File: src/rtl/vga_timing_ctrl_if.sv
// Bundle between the video timing controller and its surroundings: the FWFT pixel FIFO,
// the panel outputs and the enable/underflow control.
interface vga_timing_ctrl_if;
  logic        enable;
  logic [23:0] fifo_rdata;
  logic        fifo_empty;
  logic        fifo_rd;
  logic        vga_hs;
  logic        vga_vs;
  logic        vga_blank;
  logic [23:0] vga_rgb;
  logic        frame_start;
  logic        underflow;
  logic        underflow_clr;

  modport master (
    input  enable, fifo_rdata, fifo_empty, underflow_clr,
    output fifo_rd, vga_hs, vga_vs, vga_blank, vga_rgb, frame_start, underflow
  );

  modport slave (
    output enable, fifo_rdata, fifo_empty, underflow_clr,
    input  fifo_rd, vga_hs, vga_vs, vga_blank, vga_rgb, frame_start, underflow
  );
endinterface

File: src/rtl/vga_timing_ctrl.sv
// Pixel-clock video scheduler: h/v timing, paced FWFT FIFO reads, sticky underflow with
// resynchronisation at the next frame boundary. Video outputs lag the counters by one cycle.
module vga_timing_ctrl #(
  parameter int HDISP  = 800,
  parameter int HFP    = 40,
  parameter int HPULSE = 48,
  parameter int HBP    = 40,
  parameter int VDISP  = 480,
  parameter int VFP    = 13,
  parameter int VPULSE = 3,
  parameter int VBP    = 29
) (
  input  logic               pixel_clk,
  input  logic               sys_rst,
  vga_timing_ctrl_if.master  bus
);

  localparam int HTOTAL = HFP + HPULSE + HBP + HDISP;
  localparam int VTOTAL = VFP + VPULSE + VBP + VDISP;
  localparam int HW     = $clog2(HTOTAL);
  localparam int VW     = $clog2(VTOTAL);

  localparam logic [HW-1:0] H_LAST   = HW'(HTOTAL - 1);
  localparam logic [HW-1:0] H_SYNC_S = HW'(HFP);
  localparam logic [HW-1:0] H_SYNC_E = HW'(HFP + HPULSE);
  localparam logic [HW-1:0] H_DISP_S = HW'(HTOTAL - HDISP);
  localparam logic [VW-1:0] V_LAST   = VW'(VTOTAL - 1);
  localparam logic [VW-1:0] V_SYNC_S = VW'(VFP);
  localparam logic [VW-1:0] V_SYNC_E = VW'(VFP + VPULSE);
  localparam logic [VW-1:0] V_DISP_S = VW'(VTOTAL - VDISP);

  typedef enum logic [1:0] {
    ST_IDLE,
    ST_WAIT,
    ST_RUN,
    ST_RESYNC
  } state_t;

  state_t         state_q, state_d;
  logic [HW-1:0]  hcnt_q, hcnt_d;
  logic [VW-1:0]  vcnt_q, vcnt_d;
  logic           hs_q, hs_d;
  logic           vs_q, vs_d;
  logic           blank_q, blank_d;
  logic [23:0]    rgb_q, rgb_d;
  logic           fs_q, fs_d;
  logic           uf_q, uf_d;

  logic h_end, v_end, boundary;
  logic h_act, v_act, active;
  logic h_sync, v_sync;
  logic streaming, rd, uf_set;

  assign h_end     = (hcnt_q == H_LAST);
  assign v_end     = (vcnt_q == V_LAST);
  assign boundary  = h_end && v_end;
  assign h_act     = (hcnt_q >= H_DISP_S);
  assign v_act     = (vcnt_q >= V_DISP_S);
  assign active    = h_act && v_act;
  assign h_sync    = (hcnt_q >= H_SYNC_S) && (hcnt_q < H_SYNC_E);
  assign v_sync    = (vcnt_q >= V_SYNC_S) && (vcnt_q < V_SYNC_E);
  assign streaming = (state_q == ST_RUN);
  assign rd        = streaming && active && !bus.fifo_empty;
  assign uf_set    = streaming && active && bus.fifo_empty;

  always_comb begin
    state_d = state_q;
    hcnt_d  = hcnt_q;
    vcnt_d  = vcnt_q;
    if (state_q == ST_IDLE) begin
      hcnt_d = '0;
      vcnt_d = '0;
      if (bus.enable) state_d = ST_WAIT;
    end else begin
      hcnt_d = h_end ? '0 : hcnt_q + 1'b1;
      if (h_end) vcnt_d = v_end ? '0 : vcnt_q + 1'b1;
      // The boundary decision overrides an underflow on the final pixel: a stream
      // that cannot start (FIFO empty) just idles in WAIT for another frame.
      if (boundary) begin
        if (!bus.enable)         state_d = ST_IDLE;
        else if (!bus.fifo_empty) state_d = ST_RUN;
        else                      state_d = ST_WAIT;
      end else if (uf_set) begin
        state_d = ST_RESYNC;
      end
    end

    hs_d    = (state_q == ST_IDLE) || !h_sync;
    vs_d    = (state_q == ST_IDLE) || !v_sync;
    blank_d = !(streaming && active);
    rgb_d   = rd ? bus.fifo_rdata : '0;
    fs_d    = streaming && (hcnt_q == '0) && (vcnt_q == '0);
    uf_d    = uf_set || (uf_q && !bus.underflow_clr);
  end

  always_ff @(posedge pixel_clk or posedge sys_rst) begin
    if (sys_rst) begin
      state_q <= ST_IDLE;
      hcnt_q  <= '0;
      vcnt_q  <= '0;
      hs_q    <= 1'b1;
      vs_q    <= 1'b1;
      blank_q <= 1'b1;
      rgb_q   <= '0;
      fs_q    <= 1'b0;
      uf_q    <= 1'b0;
    end else begin
      state_q <= state_d;
      hcnt_q  <= hcnt_d;
      vcnt_q  <= vcnt_d;
      hs_q    <= hs_d;
      vs_q    <= vs_d;
      blank_q <= blank_d;
      rgb_q   <= rgb_d;
      fs_q    <= fs_d;
      uf_q    <= uf_d;
    end
  end

  assign bus.fifo_rd     = rd;
  assign bus.vga_hs      = hs_q;
  assign bus.vga_vs      = vs_q;
  assign bus.vga_blank   = blank_q;
  assign bus.vga_rgb     = rgb_q;
  assign bus.frame_start = fs_q;
  assign bus.underflow   = uf_q;

endmodule

File: src/flat_wrapper.sv
// flat-port wrapper written by rule: the top's interface ports become plain ports
module vga_timing_ctrl_flat 
#(
  parameter int HDISP  = 800,
  parameter int HFP    = 40,
  parameter int HPULSE = 48,
  parameter int HBP    = 40,
  parameter int VDISP  = 480,
  parameter int VFP    = 13,
  parameter int VPULSE = 3,
  parameter int VBP    = 29
)
  (pixel_clk, sys_rst, bus_enable, bus_fifo_rdata, bus_fifo_empty, bus_underflow_clr, bus_fifo_rd, bus_vga_hs, bus_vga_vs, bus_vga_blank, bus_vga_rgb, bus_frame_start, bus_underflow);
  vga_timing_ctrl_if bus_i ();
  input  logic pixel_clk;
  input  logic sys_rst;
  input wire logic [$bits(bus_i.enable)-1:0] bus_enable;
  input wire logic [$bits(bus_i.fifo_rdata)-1:0] bus_fifo_rdata;
  input wire logic [$bits(bus_i.fifo_empty)-1:0] bus_fifo_empty;
  input wire logic [$bits(bus_i.underflow_clr)-1:0] bus_underflow_clr;
  output wire logic [$bits(bus_i.fifo_rd)-1:0] bus_fifo_rd;
  output wire logic [$bits(bus_i.vga_hs)-1:0] bus_vga_hs;
  output wire logic [$bits(bus_i.vga_vs)-1:0] bus_vga_vs;
  output wire logic [$bits(bus_i.vga_blank)-1:0] bus_vga_blank;
  output wire logic [$bits(bus_i.vga_rgb)-1:0] bus_vga_rgb;
  output wire logic [$bits(bus_i.frame_start)-1:0] bus_frame_start;
  output wire logic [$bits(bus_i.underflow)-1:0] bus_underflow;
  assign bus_i.enable = bus_enable;
  assign bus_i.fifo_rdata = bus_fifo_rdata;
  assign bus_i.fifo_empty = bus_fifo_empty;
  assign bus_i.underflow_clr = bus_underflow_clr;
  assign bus_fifo_rd = bus_i.fifo_rd;
  assign bus_vga_hs = bus_i.vga_hs;
  assign bus_vga_vs = bus_i.vga_vs;
  assign bus_vga_blank = bus_i.vga_blank;
  assign bus_vga_rgb = bus_i.vga_rgb;
  assign bus_frame_start = bus_i.frame_start;
  assign bus_underflow = bus_i.underflow;
  vga_timing_ctrl #(.HDISP(HDISP), .HFP(HFP), .HPULSE(HPULSE), .HBP(HBP), .VDISP(VDISP), .VFP(VFP), .VPULSE(VPULSE), .VBP(VBP)) u_core (.pixel_clk(pixel_clk), .sys_rst(sys_rst), .bus(bus_i));
endmodule
File: config.mk
export PLATFORM = sky130hd
export DESIGN_NAME = vga_timing_ctrl_flat
export DESIGN_NICKNAME = d
export VERILOG_FILES = /design/src/rtl/vga_timing_ctrl_if.sv /design/src/rtl/vga_timing_ctrl.sv /design/src/flat_wrapper.sv
export SDC_FILE = /design/constraint.sdc
export NUM_CORES = 1
export LEC_CHECK = 0
export ABC_CLOCK_PERIOD_IN_PS = 2000
export BUFFER_PORTS_ARGS = -buffer_cell sky130_fd_sc_hd__buf_2
export CAP_MARGIN = 5
export CORE_UTILIZATION = 52
export CTS_CLUSTER_SIZE = 30
export DETAILED_ROUTE_END_ITERATION = 10
export PLACE_DENSITY_LB_ADDON = 0.25
export SKIP_CTS_REPAIR_TIMING = 1
export SYNTH_ARGS = -nofsm -noshare
export SYNTH_HDL_FRONTEND = slang
export SYNTH_SLANG_ARGS = --single-unit
File: constraint.sdc
create_clock -name pixel_clk -period 2 [get_ports pixel_clk]
set_input_delay 0.4 -clock pixel_clk [delete_from_list [all_inputs] [get_ports pixel_clk]]
set_output_delay 0.4 -clock pixel_clk [all_outputs]
set_load 0.05 [all_outputs]
**Yosys cells after proc, flatten, opt, wreduce, memory -nomap -nowiden**

Index checks and enable logic that the tools add are counted.
W data, S select, Z words.

- Flip-flop bits (word level): 51
- Input bits: 29
- Output and inout port bits: 30
- Word-level logic and storage cells: 57

- Add/subtract/negate cells: 2
- Magnitude comparators: 6
- Eq/ne operators: 4
- Mux-type cells: 12
- Reduce and logical (&&, ||, !) cells: 24

Operators with widths:

| kind | count |
|---|---|
| $mux W10 | 5 |
| $mux W24 | 1 |
| $add A10 B1 Y10 const B | 2 |
| $eq A10 B10 Y1 const B | 2 |
| $ge A10 B6 Y1 const B | 2 |
| $logic_not A10 Y1 | 2 |
| $mux W2 | 6 |
| $ge A10 B4 Y1 const B | 1 |
| $ge A10 B8 Y1 const B | 1 |
| $logic_and A1 B1 Y1 | 10 |
| $lt A10 B5 Y1 const B | 1 |
| $lt A10 B7 Y1 const B | 1 |
| $logic_not A1 Y1 | 5 |
| $logic_or A1 B1 Y1 | 3 |
| $reduce_bool A3 Y1 | 1 |
| $eq A2 B2 Y1 const B | 1 |
| $logic_not A2 Y1 | 1 |
| $ne A2 B2 Y1 const B | 1 |
| $reduce_and A2 Y1 | 1 |
| $reduce_bool A2 Y1 | 1 |

**Depth between registers and ports, before layout**

Gate-level depths: netlist (run 1).

- Word-level depth: 7
- Gate-level depth with buffers: 8
- Depth with buffers taken out: 7

**Worst setup path after synthesis (run 1)**

No wires, ideal clock.

- Path kind: flip-flop to output port
- Start: reg u_core.vcnt_q[0]
- End: out bus_fifo_rd
- Arrival: 1,595 ps
- Data required time: 1,600 ps
- Path slack: 5 ps
- Cell stages (with the launch flop): 8
- Path buffers: 1
- Path through: dfrtp_1 inv_1 ha_1 nor2b_1 o21ai_0 o21ai_4 nor2_2 buf_2

- Word-level cells in the longest chain between the ends: 4

Ends and longest elaborated chain:

| item | RTL line | source |
|---|---|---|
| start: declaration | vga_timing_ctrl.sv:41 | `logic [VW-1:0] vcnt_q, vcnt_d;` |
| start signal: assignment | vga_timing_ctrl.sv:110 | `vcnt_q <= vcnt_d;` |
| $ge A10 B6 Y1 | vga_timing_ctrl.sv:58 | `assign v_act = (vcnt_q >= V_DISP_S);` |
| $logic_and A1 B1 Y1 | vga_timing_ctrl.sv:59 | `assign active = h_act && v_act;` |
| $logic_and A1 B1 Y1 (2 in a row) | vga_timing_ctrl.sv:63 | `assign rd = streaming && active && !bus.fifo_empty;` |
| end: declaration | flat_wrapper.sv:21 | `output wire logic [$bits(bus_i.fifo_rd)-1:0] bus_fifo_rd;` |

Every way passes these cells.

**Final worst setup path (run 1)**

- Start: reg u_core.vcnt_q[8]
- End: out bus_fifo_rd

Same word-level chain as after synthesis.

==> results of run 1 <==
[flip-flops by register name, indices dropped and copies added (netlist names)]
| register | count |
|---|---|
| u_core.bus.vga_rgb | 24 |
| u_core.state_q | 2 |
| u_core.bus.vga_vs | 1 |
| u_core.hcnt_q | 10 |
| u_core.vcnt_q | 10 |
| u_core.bus.underflow | 1 |
| u_core.bus.vga_blank | 1 |
| u_core.bus.frame_start | 1 |
| u_core.bus.vga_hs | 1 |
[cells in the final DEF (no fill, tap or decap), drive strengths merged]
cell type and count:
clkinvlp 1, nand2 14, o41ai 1, and3 4, xnor2 4, a21oi 4, nand4 5, ha 6
or3 3, mux2i 1, o221a 1, buf 77, dfstp 3, or2 2, o31ai 2, xor2 7
o22ai 2, nand4b 2, clkbuf 6, a22o 1, a2111oi 1, and2 26, nor2 25, nor2b 1
a311o 1, dfrtp 48, nor4b 1, or4 1, nand2b 1, o211ai 2, inv 12, and4 1
nand3 7, o21ai 5, nor4 3, nor3 4
[per-layer routing]
metal | vias to the layer above | GRT usage [%] | share of wire (%)
met3 | 4 | 7.33 | 6.7
met4 | 0 | 8.59 | 0.81
met5 | - | 0 | 0
li1 | 843 | - | -
met1 | 813 | 28.0 | 43
met2 | 67 | 34.7 | 50
[cell families after synthesis]
kind of cell               after synthesis  share of synthesized area (%)
and+or+nand+nor                        100                           25.8
DFF                                     51                           56.2
AOI/OAI and AO/OA                       20                           7.52
buffers and inverters                   14                           2.58
xor gates and xnor gates                11                           4.23
adders and majority gates                6                           3.29
muxes                                    1                          0.439
[power groups by stage]
stage	sequential, mW	clock (mW)	combinational (mW)
after floorplan	1.17	0	0.182
after global placement	1.17	0	0.299
after detailed placement	1.17	0	0.310
after CTS	1.15	0.612	0.315
after global routing	1.16	0.644	0.351
final	1.15	0.594	0.319
[final cells by class]
type                       instances  area, um2
clock buffer                       6       72.6
clock inverter                     2       16.3
timing repair buffer              77        443
tap                               50       62.6
inverter                          11       41.3
sequential                        51       1290
multi-input combinational        138        975
fill                             320       1220
[stage by stage]
step	util [%]	setup TNS [ps]	instances	worst slack [ps]
floorplan	-	0	203	5.25
global placement	66.3	0	323	107
detailed placement	66.3	0	323	92.3
CTS	68.4	-257	331	-257
global route	70.4	-196	335	-131
finish	70.4	-57.4	335	-56.9
[path summary, 6_finish.rpt]
path	from	depth (start not counted)	end
max	u_core.vcnt_q[8]$_DFFE_PP0P_	5	bus_fifo_rd
min	sys_rst	2	u_core.hcnt_q[6]$_DFF_PP0_
max reg2reg	u_core.vcnt_q[8]$_DFFE_PP0P_	6	u_core.state_q[0]$_DFFE_PP0P_
min reg2reg	u_core.hcnt_q[0]$_DFF_PP0_	1	u_core.hcnt_q[0]$_DFF_PP0_
max in group asynchronous	sys_rst	3	u_core.bus.vga_rgb[1]$_DFF_PP0_
min in group pixel_clk	bus_underflow_clr	2	u_core.bus.underflow$_DFF_PP0_
==> impl_metrics.csv, run 1 <==
group,metric,value,unit
routing,wire_per_inst,14.1,um
timing,fin_ws,-56.9,ps
die,die-area,0.00465,mm2
clock_tree,cts.sinks,51,
layout,final_area,0.00290,mm2
yosys,ys_async_sr_fraction,100,%
die,rows,23,
placed_design,dpl.hpwl,3420,um
yosys,postSynthAreaPerCell,11.2,um2
worst_setup_path,path_cells,"nor4_4, o21ai_2, o21ai_4, nor2_2, buf_6",
placed_design,port-buffer-count,58,
power,powerDensity,712,mW/mm2
routing,postRouteAntennaNets,0,
power,power_switching,0.585,mW
worst_setup_path,crit_fanout,3,
power,vdd_ir_drop_max,0.000572,V
power,seq_power_share,55.7,%
run_status,outcome,"complete, but fails checks",
yosys,synth_edf_count,0,
worst_setup_path,startpoint_type,"register",
die,die_x,68.2,um
global_route,antenna_found_initial,0,
die,io_pins,59,
placed_design,post_dp_cell_area,0.00273,mm2
timing,hold_slack,169,ps
clock_tree,cts_max_level,2,
global_route,grt_start_max_net_pins,32,
timing,hold_violations,0,
worst_setup_path,cp_data_arrival_time,1660,ps
routing,drc_errors,0,
yosys,synth-main-ff-cell,"dfrtp_1",
layout,drive_gt1_share,40.4,%
worst_setup_path,reg2reg_slack,0,ps
timing,worst_slew_pin_slew,636,ps
run_status,failed_checks,"negative setup slack",
timing,period_share,103,%
layout,nNetsFinal,319,
flow_run,drv_cap,0,
global_route,grt_pass1_vias,1648,
power,totalPowerFinal,2.06,mW
timing,max_freq,486,MHz
global_route,grt_pass1_wl,7380,um
clock_tree,root_buffer,"clkbuf_8",
worst_setup_path,cpLargestDelayFamily,"simple AND/OR/NAND/NOR gates",
yosys,synth_top_area_cell,"dfrtp_1",
power,share_comb_of_total_power,15.5,%
min_path,hp-class,"input port to async pin",
yosys,syn_area,0.00228,mm2
global_route,track_usage,22.1,%
routing,drt-initial-drc-count,120,
routing,viasPerCell,5.16,
die,coreArea,0.00412,mm2
placed_design,globalplace.congestion,0.817,
yosys,syn_nets,238,
worst_setup_path,cp.required,1600,ps
worst_setup_path,critical_path_class,"register to output port",
timing,rsz0062_at_grt,"true",
yosys,synth.area.top_cells,"dfrtp_1 53%, and2_1 6.9%, nor2_1 3.8%, dfstp_2 3.5%, ha_1 3.3%",
worst_setup_path,critPathMaxStageDelay,450,ps
routing,first_pass_iters,4,
yosys,syn_inst,203,
yosys,synth_top_area_share,52.7,%
yosys,synth_most_common_cell,"dfrtp_1",
layout,diodes,0,
yosys,synth-seq-area-share,56.2,%
power,p_leak,1.49,nW
global_route,overflow,0,
yosys,synth_warnings,0,
clock_tree,cts_tree,"yes",
clock_tree,cts.clk_slew.worst_paths,100,ps
timing,setup_viol,2,
timing,finClkSkew,9.65,ps
routing,drt_wl_total,4720,um
power,p_clk_share,28.8,%
clock_tree,clkLatencyLatePin,310,ps
timing,finalMaxSlewViolations,0,
yosys,ys_top_cells_by_count,"48 x dfrtp_1, 25 x and2_1, 23 x nor2_1, 12 x nand2_1, 11 x inv_1",
yosys,synth_cell_types,46,
timing,max_slew_margin,57.6,%
layout,area_growth,27.2,%
worst_setup_path,cp_slowest_cell,"dfrtp_2",
routing,vias,1727,
worst_setup_path,crit_buf_inv,1,
worst_setup_path,end_kind,"output port",
clock_tree,cts_buffers,5,
die,chipHeight,68.2,um
power,p_sw_share,28.4,%
clock_tree,cts_buffer_depth,2,
power,intPower,1.48,mW
yosys,ys_ff_latch,51,
timing,fin_crit,2060,ps
die,initial_utilization,55.4,%
No activity file was read; power rests on OpenSTA's default activity.
==> inputs of run 2 (changes only) <==
SKIP_LAST_GASP = 1   (was unset)
==> run 2 against run 1 <==
The flow still finishes with violations (negative setup slack); first-iteration DRC count grew 7.5%; sequential share of layout area grew 0.058 points; register-to-register slack is essentially flat; non-clock buffer count is the same; core utilization shrank 0.091 points; count of clock-buffer cells in the layout is the same; cell area shrank 0.13%; combinational power is essentially flat; routed wire length grew 0.28%.
==> impl_metrics.csv, run 2 (synthesized netlist as in run 1, its figures left out) <==
group,metric,value,unit
power,powerDensity,714,mW/mm2
timing,fin_crit,2060,ps
power,p_clk_share,28.9,%
timing,setup_viol,1,
min_path,hp-class,"input port to async pin",
layout,mostFrequentLayoutCells,"57 x buf_2, 42 x dfrtp_1, 25 x and2_1",
global_route,track_usage,22.1,%
timing,finalMaxSlewViolations,0,
routing,postRouteAntennaNets,0,
clock_tree,cts_max_level,2,
timing,setup_tns,-61.6,ps
worst_setup_path,critical_path_class,"register to output port",
placed_design,place_ws,92.3,ps
clock_tree,cts.sinks,51,
layout,area_growth,27.0,%
die,coreArea,0.00412,mm2
clock_tree,clkLatencyLatePin,310,ps
timing,period_share,103,%
layout,drive_gt1_share,40.4,%
clock_tree,cts_buffers,5,
clock_tree,cts_tree,"yes",
routing,vias,1740,
worst_setup_path,cpLargestDelayFamily,"simple AND/OR/NAND/NOR gates",
worst_setup_path,path_cells,"nor4_4, o21ai_2, o21ai_4, nor2_2, buf_6",
die,chipHeight,68.2,um
worst_setup_path,critPathMaxStageDelay,450,ps
timing,worst_slew_pin_slew,635,ps
global_route,antenna_found_initial,0,
die,initial_utilization,55.4,%
timing,rsz0062_at_grt,"true",
layout,nNetsFinal,319,
timing,finClkSkew,8.88,ps
layout,diodes,0,
power,power_switching,0.589,mW
placed_design,dp_cells,323,
power,vdd_ir_drop_max,0.000571,V
global_route,grt_start_max_net_pins,32,
layout,final_area,0.00289,mm2
routing,drt_wl_total,4730,um
flow_run,drv_cap,0,
power,p_sw_share,28.5,%
clock_tree,cts.clk_slew.worst_paths,100,ps
routing,drc_errors,0,
layout,largest_reg_flops,24,
layout,final_cells,335,
die,io_pins,59,
clock_tree,root_buffer,"clkbuf_8",
die,rows,23,
worst_setup_path,crit_fanout,3,
placed_design,post_dp_cell_area,0.00273,mm2
timing,fin_ws,-61.6,ps
global_route,grt_pass1_vias,1648,
power,p_leak,1.49,nW
global_route,grt_pass1_wl,7380,um
timing,hold_violations,0,
worst_setup_path,cp_slowest_cell,"dfrtp_2",
die,die-area,0.00465,mm2
worst_setup_path,cp_data_arrival_time,1660,ps
routing,drt-initial-drc-count,129,
global_route,overflow,0,
worst_setup_path,startpoint_type,"register",
power,intPower,1.48,mW
placed_design,dpl.hpwl,3420,um
worst_setup_path,end_kind,"output port",
run_status,outcome,"complete, but fails checks",
layout,finish.utilization,70.3,%
die,die_x,68.2,um
timing,max_slew_margin,57.6,%
worst_setup_path,cp.required,1600,ps
power,share_comb_of_total_power,15.5,%
layout,final_common_cell,"buf_2",
routing,wire_per_inst,14.1,um
clock_tree,cts_buffer_depth,2,
routing,first_pass_iters,4,
timing,max_freq,485,MHz
routing,viasPerCell,5.19,
run_status,failed_checks,"negative setup slack",
placed_design,globalplace.congestion,0.817,
power,seq_power_share,55.7,%
placed_design,port-buffer-count,58,
worst_setup_path,crit_buf_inv,1,
-- run 2: power groups by stage --
stage	clock [mW]	sequential, mW	combinational (mW)
after floorplan	0	1.17	0.182
after global placement	0	1.17	0.299
after detailed placement	0	1.17	0.310
after CTS	0.612	1.15	0.315
after global routing	0.644	1.16	0.351
final	0.596	1.15	0.319
-- run 2: area by class of cell --
class                      instances  area (um2)
tap                               50        62.6
timing repair buffer              77         439
clock buffer                       6        72.6
fill                             322        1220
sequential                        51        1290
inverter                          11        41.3
clock inverter                     2        16.3
multi-input combinational        138         975
-- run 2: metrics by stage --
stage                     hold slack (ps)  power, mW
after CTS                             183       2.08
after detailed placement              470       1.48
after floorplan                       451       1.35
after global placement                462       1.46
after global routing                  214       2.15
final                                 166       2.07
-- run 2: per-layer routing --
| layer | global-route usage, % | part of all wire, % | up-vias |
|---|---|---|---|
| met5 | 0 | 0 | - |
| met4 | 8.59 | 1.3 | 0 |
| met3 | 7.33 | 6.6 | 8 |
| met2 | 34.7 | 49 | 69 |
| met1 | 28.0 | 43 | 821 |
| li1 | - | - | 842 |
-- run 2: final timing paths --
check,from,to,slack (ps),depth (start not counted)
setup / recovery,u_core.vcnt_q[8]$_DFFE_PP0P_,bus_fifo_rd,-60,5
hold / removal,sys_rst,u_core.hcnt_q[6]$_DFF_PP0_,170,2
setup reg to reg,u_core.vcnt_q[8]$_DFFE_PP0P_,u_core.state_q[0]$_DFFE_PP0P_,0,6
hold reg to reg,u_core.hcnt_q[0]$_DFF_PP0_,u_core.hcnt_q[0]$_DFF_PP0_,480,1
max in group asynchronous,sys_rst,u_core.bus.vga_rgb[19]$_DFF_PP0_,1240,3
min in group pixel_clk,bus_underflow_clr,u_core.bus.underflow$_DFF_PP0_,270,2
-- run 2: worst reg2reg max path: stages, from the launching register on --
cell and delay, ps:
dfrtp_2 450, buf_4 150, or3_4 340, nor4b_4 340
and2_2 230, nor3_1 60, a311o_1 310
==> inputs of run 3 (changes only) <==
SETUP_SLACK_MARGIN = 0.4   (was unset)
SLEW_MARGIN = 20   (was unset)
==> run 3 against run 2 <==
The run still ends with negative setup slack left; register-to-register slack better by 50 ps; routed wire length is 9.3% higher; critical path depth stayed put; critical path type unchanged; critical endpoint unchanged.
==> impl_metrics.csv, run 3 (synthesized netlist as in run 1, its figures left out) <==
group,metric,value,unit
timing,fin_ws,-98.8,ps
layout,drive_gt1_share,43.6,%
die,rows,23,
timing,hold_violations,0,
global_route,track_usage,22.8,%
clock_tree,cts_buffers,5,
clock_tree,cts.clk_slew.worst_paths,90,ps
worst_setup_path,cp_data_arrival_time,1700,ps
layout,largest_reg_flops,24,
run_status,outcome,"complete, but fails checks",
power,vdd_ir_drop_max,0.000388,V
worst_setup_path,startpoint_type,"register",
routing,vias,1776,
die,coreArea,0.00412,mm2
global_route,grt_pass1_vias,1646,
routing,drc_errors,0,
min_path,hp-class,"input port to async pin",
worst_setup_path,critical_path_class,"register to output port",
power,intPower,1.49,mW
timing,fin_crit,2100,ps
layout,fill_cells,266,
run_status,failed_checks,"negative setup slack",
die,die_x,68.2,um
die,die-area,0.00465,mm2
worst_setup_path,crit_fanout,5,
routing,first_pass_iters,4,
global_route,grt_pass1_wl,7660,um
clock_tree,root_buffer,"clkbuf_8",
power,totalPowerFinal,2.08,mW
timing,period_share,105,%
timing,setup_viol,1,
layout,nNetsFinal,321,
layout,mostFrequentLayoutCells,"57 x buf_2, 45 x dfrtp_1, 25 x and2_1",
timing,max_freq,476,MHz
die,chipHeight,68.2,um
placed_design,dpl.hpwl,3400,um
flow_run,drv_cap,0,
global_route,grt_start_max_net_pins,28,
placed_design,globalplace.congestion,0.851,
die,io_pins,59,
clock_tree,cts_tree,"yes",
routing,postRouteAntennaNets,0,
timing,max_slew_margin,62.7,%
clock_tree,cts_buffer_depth,2,
routing,viasPerCell,5.27,
power,powerDensity,688,mW/mm2
routing,drt_wl_total,5170,um
routing,wire_per_inst,15.3,um
timing,hold_slack,142,ps
timing,finalMaxSlewViolations,0,
timing,rsz0062_at_grt,"true",
power,p_leak,1.51,nW
die,initial_utilization,55.4,%
timing,finClkSkew,12.2,ps
layout,area_growth,32.8,%
clock_tree,cts_max_level,2,
power,power_switching,0.591,mW
timing,worst_slew_pin_slew,559,ps
power,share_comb_of_total_power,16.6,%
clock_tree,cts.sinks,51,
routing,drt-initial-drc-count,171,
placed_design,port-buffer-count,58,
worst_setup_path,cp.required,1600,ps
layout,diodes,0,
global_route,overflow,0,
power,seq_power_share,55.9,%
layout,finish.utilization,73.5,%
layout,final_common_cell,"buf_2",
power,p_clk_share,27.6,%
clock_tree,clkLatencyLatePin,310,ps
global_route,antenna_found_initial,0,
worst_setup_path,end_kind,"output port",
power,p_sw_share,28.4,%
[run 3: cell types whose count changed in the layout (fill, tap and decap cells not counted), moves of 2 or more]
cell / before / now
nor2_4: 0 / 3
ha_1: 6 / 4
nor2_2: 2 / 4
dfrtp_2: 6 / 3
nor2_1: 23 / 18
dfrtp_1: 42 / 45
buf_4: 19 / 16
buf_6: 1 / 4
[run 3: power groups by stage]
stage / clock (mW) / combinational (mW) / sequential, mW
final: 0.575 / 0.345 / 1.16
after global routing: 0.625 / 0.383 / 1.17
after CTS: 0.588 / 0.301 / 1.15
after detailed placement: 0 / 0.299 / 1.17
after global placement: 0 / 0.296 / 1.16
after floorplan: 0 / 0.184 / 1.17
[run 3: area by class of cell]
| cell class | count | area, um2 | share of cell area (%) |
|---|---|---|---|
| sequential | 51 | 1280 | 42.4 |
| multi-input combinational | 138 | 1070 | 35.3 |
| timing repair buffer | 79 | 485 | 16.0 |
| clock buffer | 7 | 76.3 | 2.52 |
| tap | 50 | 62.6 | 2.07 |
| inverter | 11 | 45.0 | 1.49 |
| clock inverter | 1 | 5.00 | 0.165 |
[run 3: path summary, 6_finish.rpt]
path                                                 from                        endpoint  slack [ps]  cells after the start
setup / recovery            u_core.state_q[1]$_DFFE_PP0P_                     bus_fifo_rd        -100                      5
hold / removal                                    sys_rst      u_core.hcnt_q[0]$_DFF_PP0_         140                      2
setup reg to reg             u_core.vcnt_q[6]$_DFFE_PP0P_   u_core.state_q[0]$_DFFE_PP0P_          50                      5
hold reg to reg            u_core.bus.underflow$_DFF_PP0_  u_core.bus.underflow$_DFF_PP0_         530                      2
max in group asynchronous                         sys_rst  u_core.bus.vga_blank$_DFF_PP1_        1280                      3
min in group pixel_clk                  bus_underflow_clr  u_core.bus.underflow$_DFF_PP0_         280                      2
[run 3: metal layers]
layer / share of wire [%] / global-route usage [%]
met2: 47 / 35.5
met1: 43 / 30.1
met4: 2.6 / 8.85
met5: 0 / 0
met3: 7.1 / 6.50
[run 3: worst max-delay path, stage by stage, from the launching register on]
cell,delay [ps]
dfrtp_1,470
inv_1,120
a2111oi_4,410
o21ai_4,120
nor2_4,130
buf_8,160
[run 3: metrics by stage]
| stage | TNS [ps] | instances | area (um2) | worst slack [ps] |
|---|---|---|---|---|
| after floorplan | 0 | 203 | 2300 | 224 |
| after global placement | 0 | 321 | 2740 | 111 |
| after detailed placement | 0 | 321 | 2740 | 108 |
| after CTS | -242 | 329 | 2820 | -242 |
| after global routing | -149 | 337 | 3030 | -149 |
| final | -98.8 | 337 | 3030 | -98.8 |
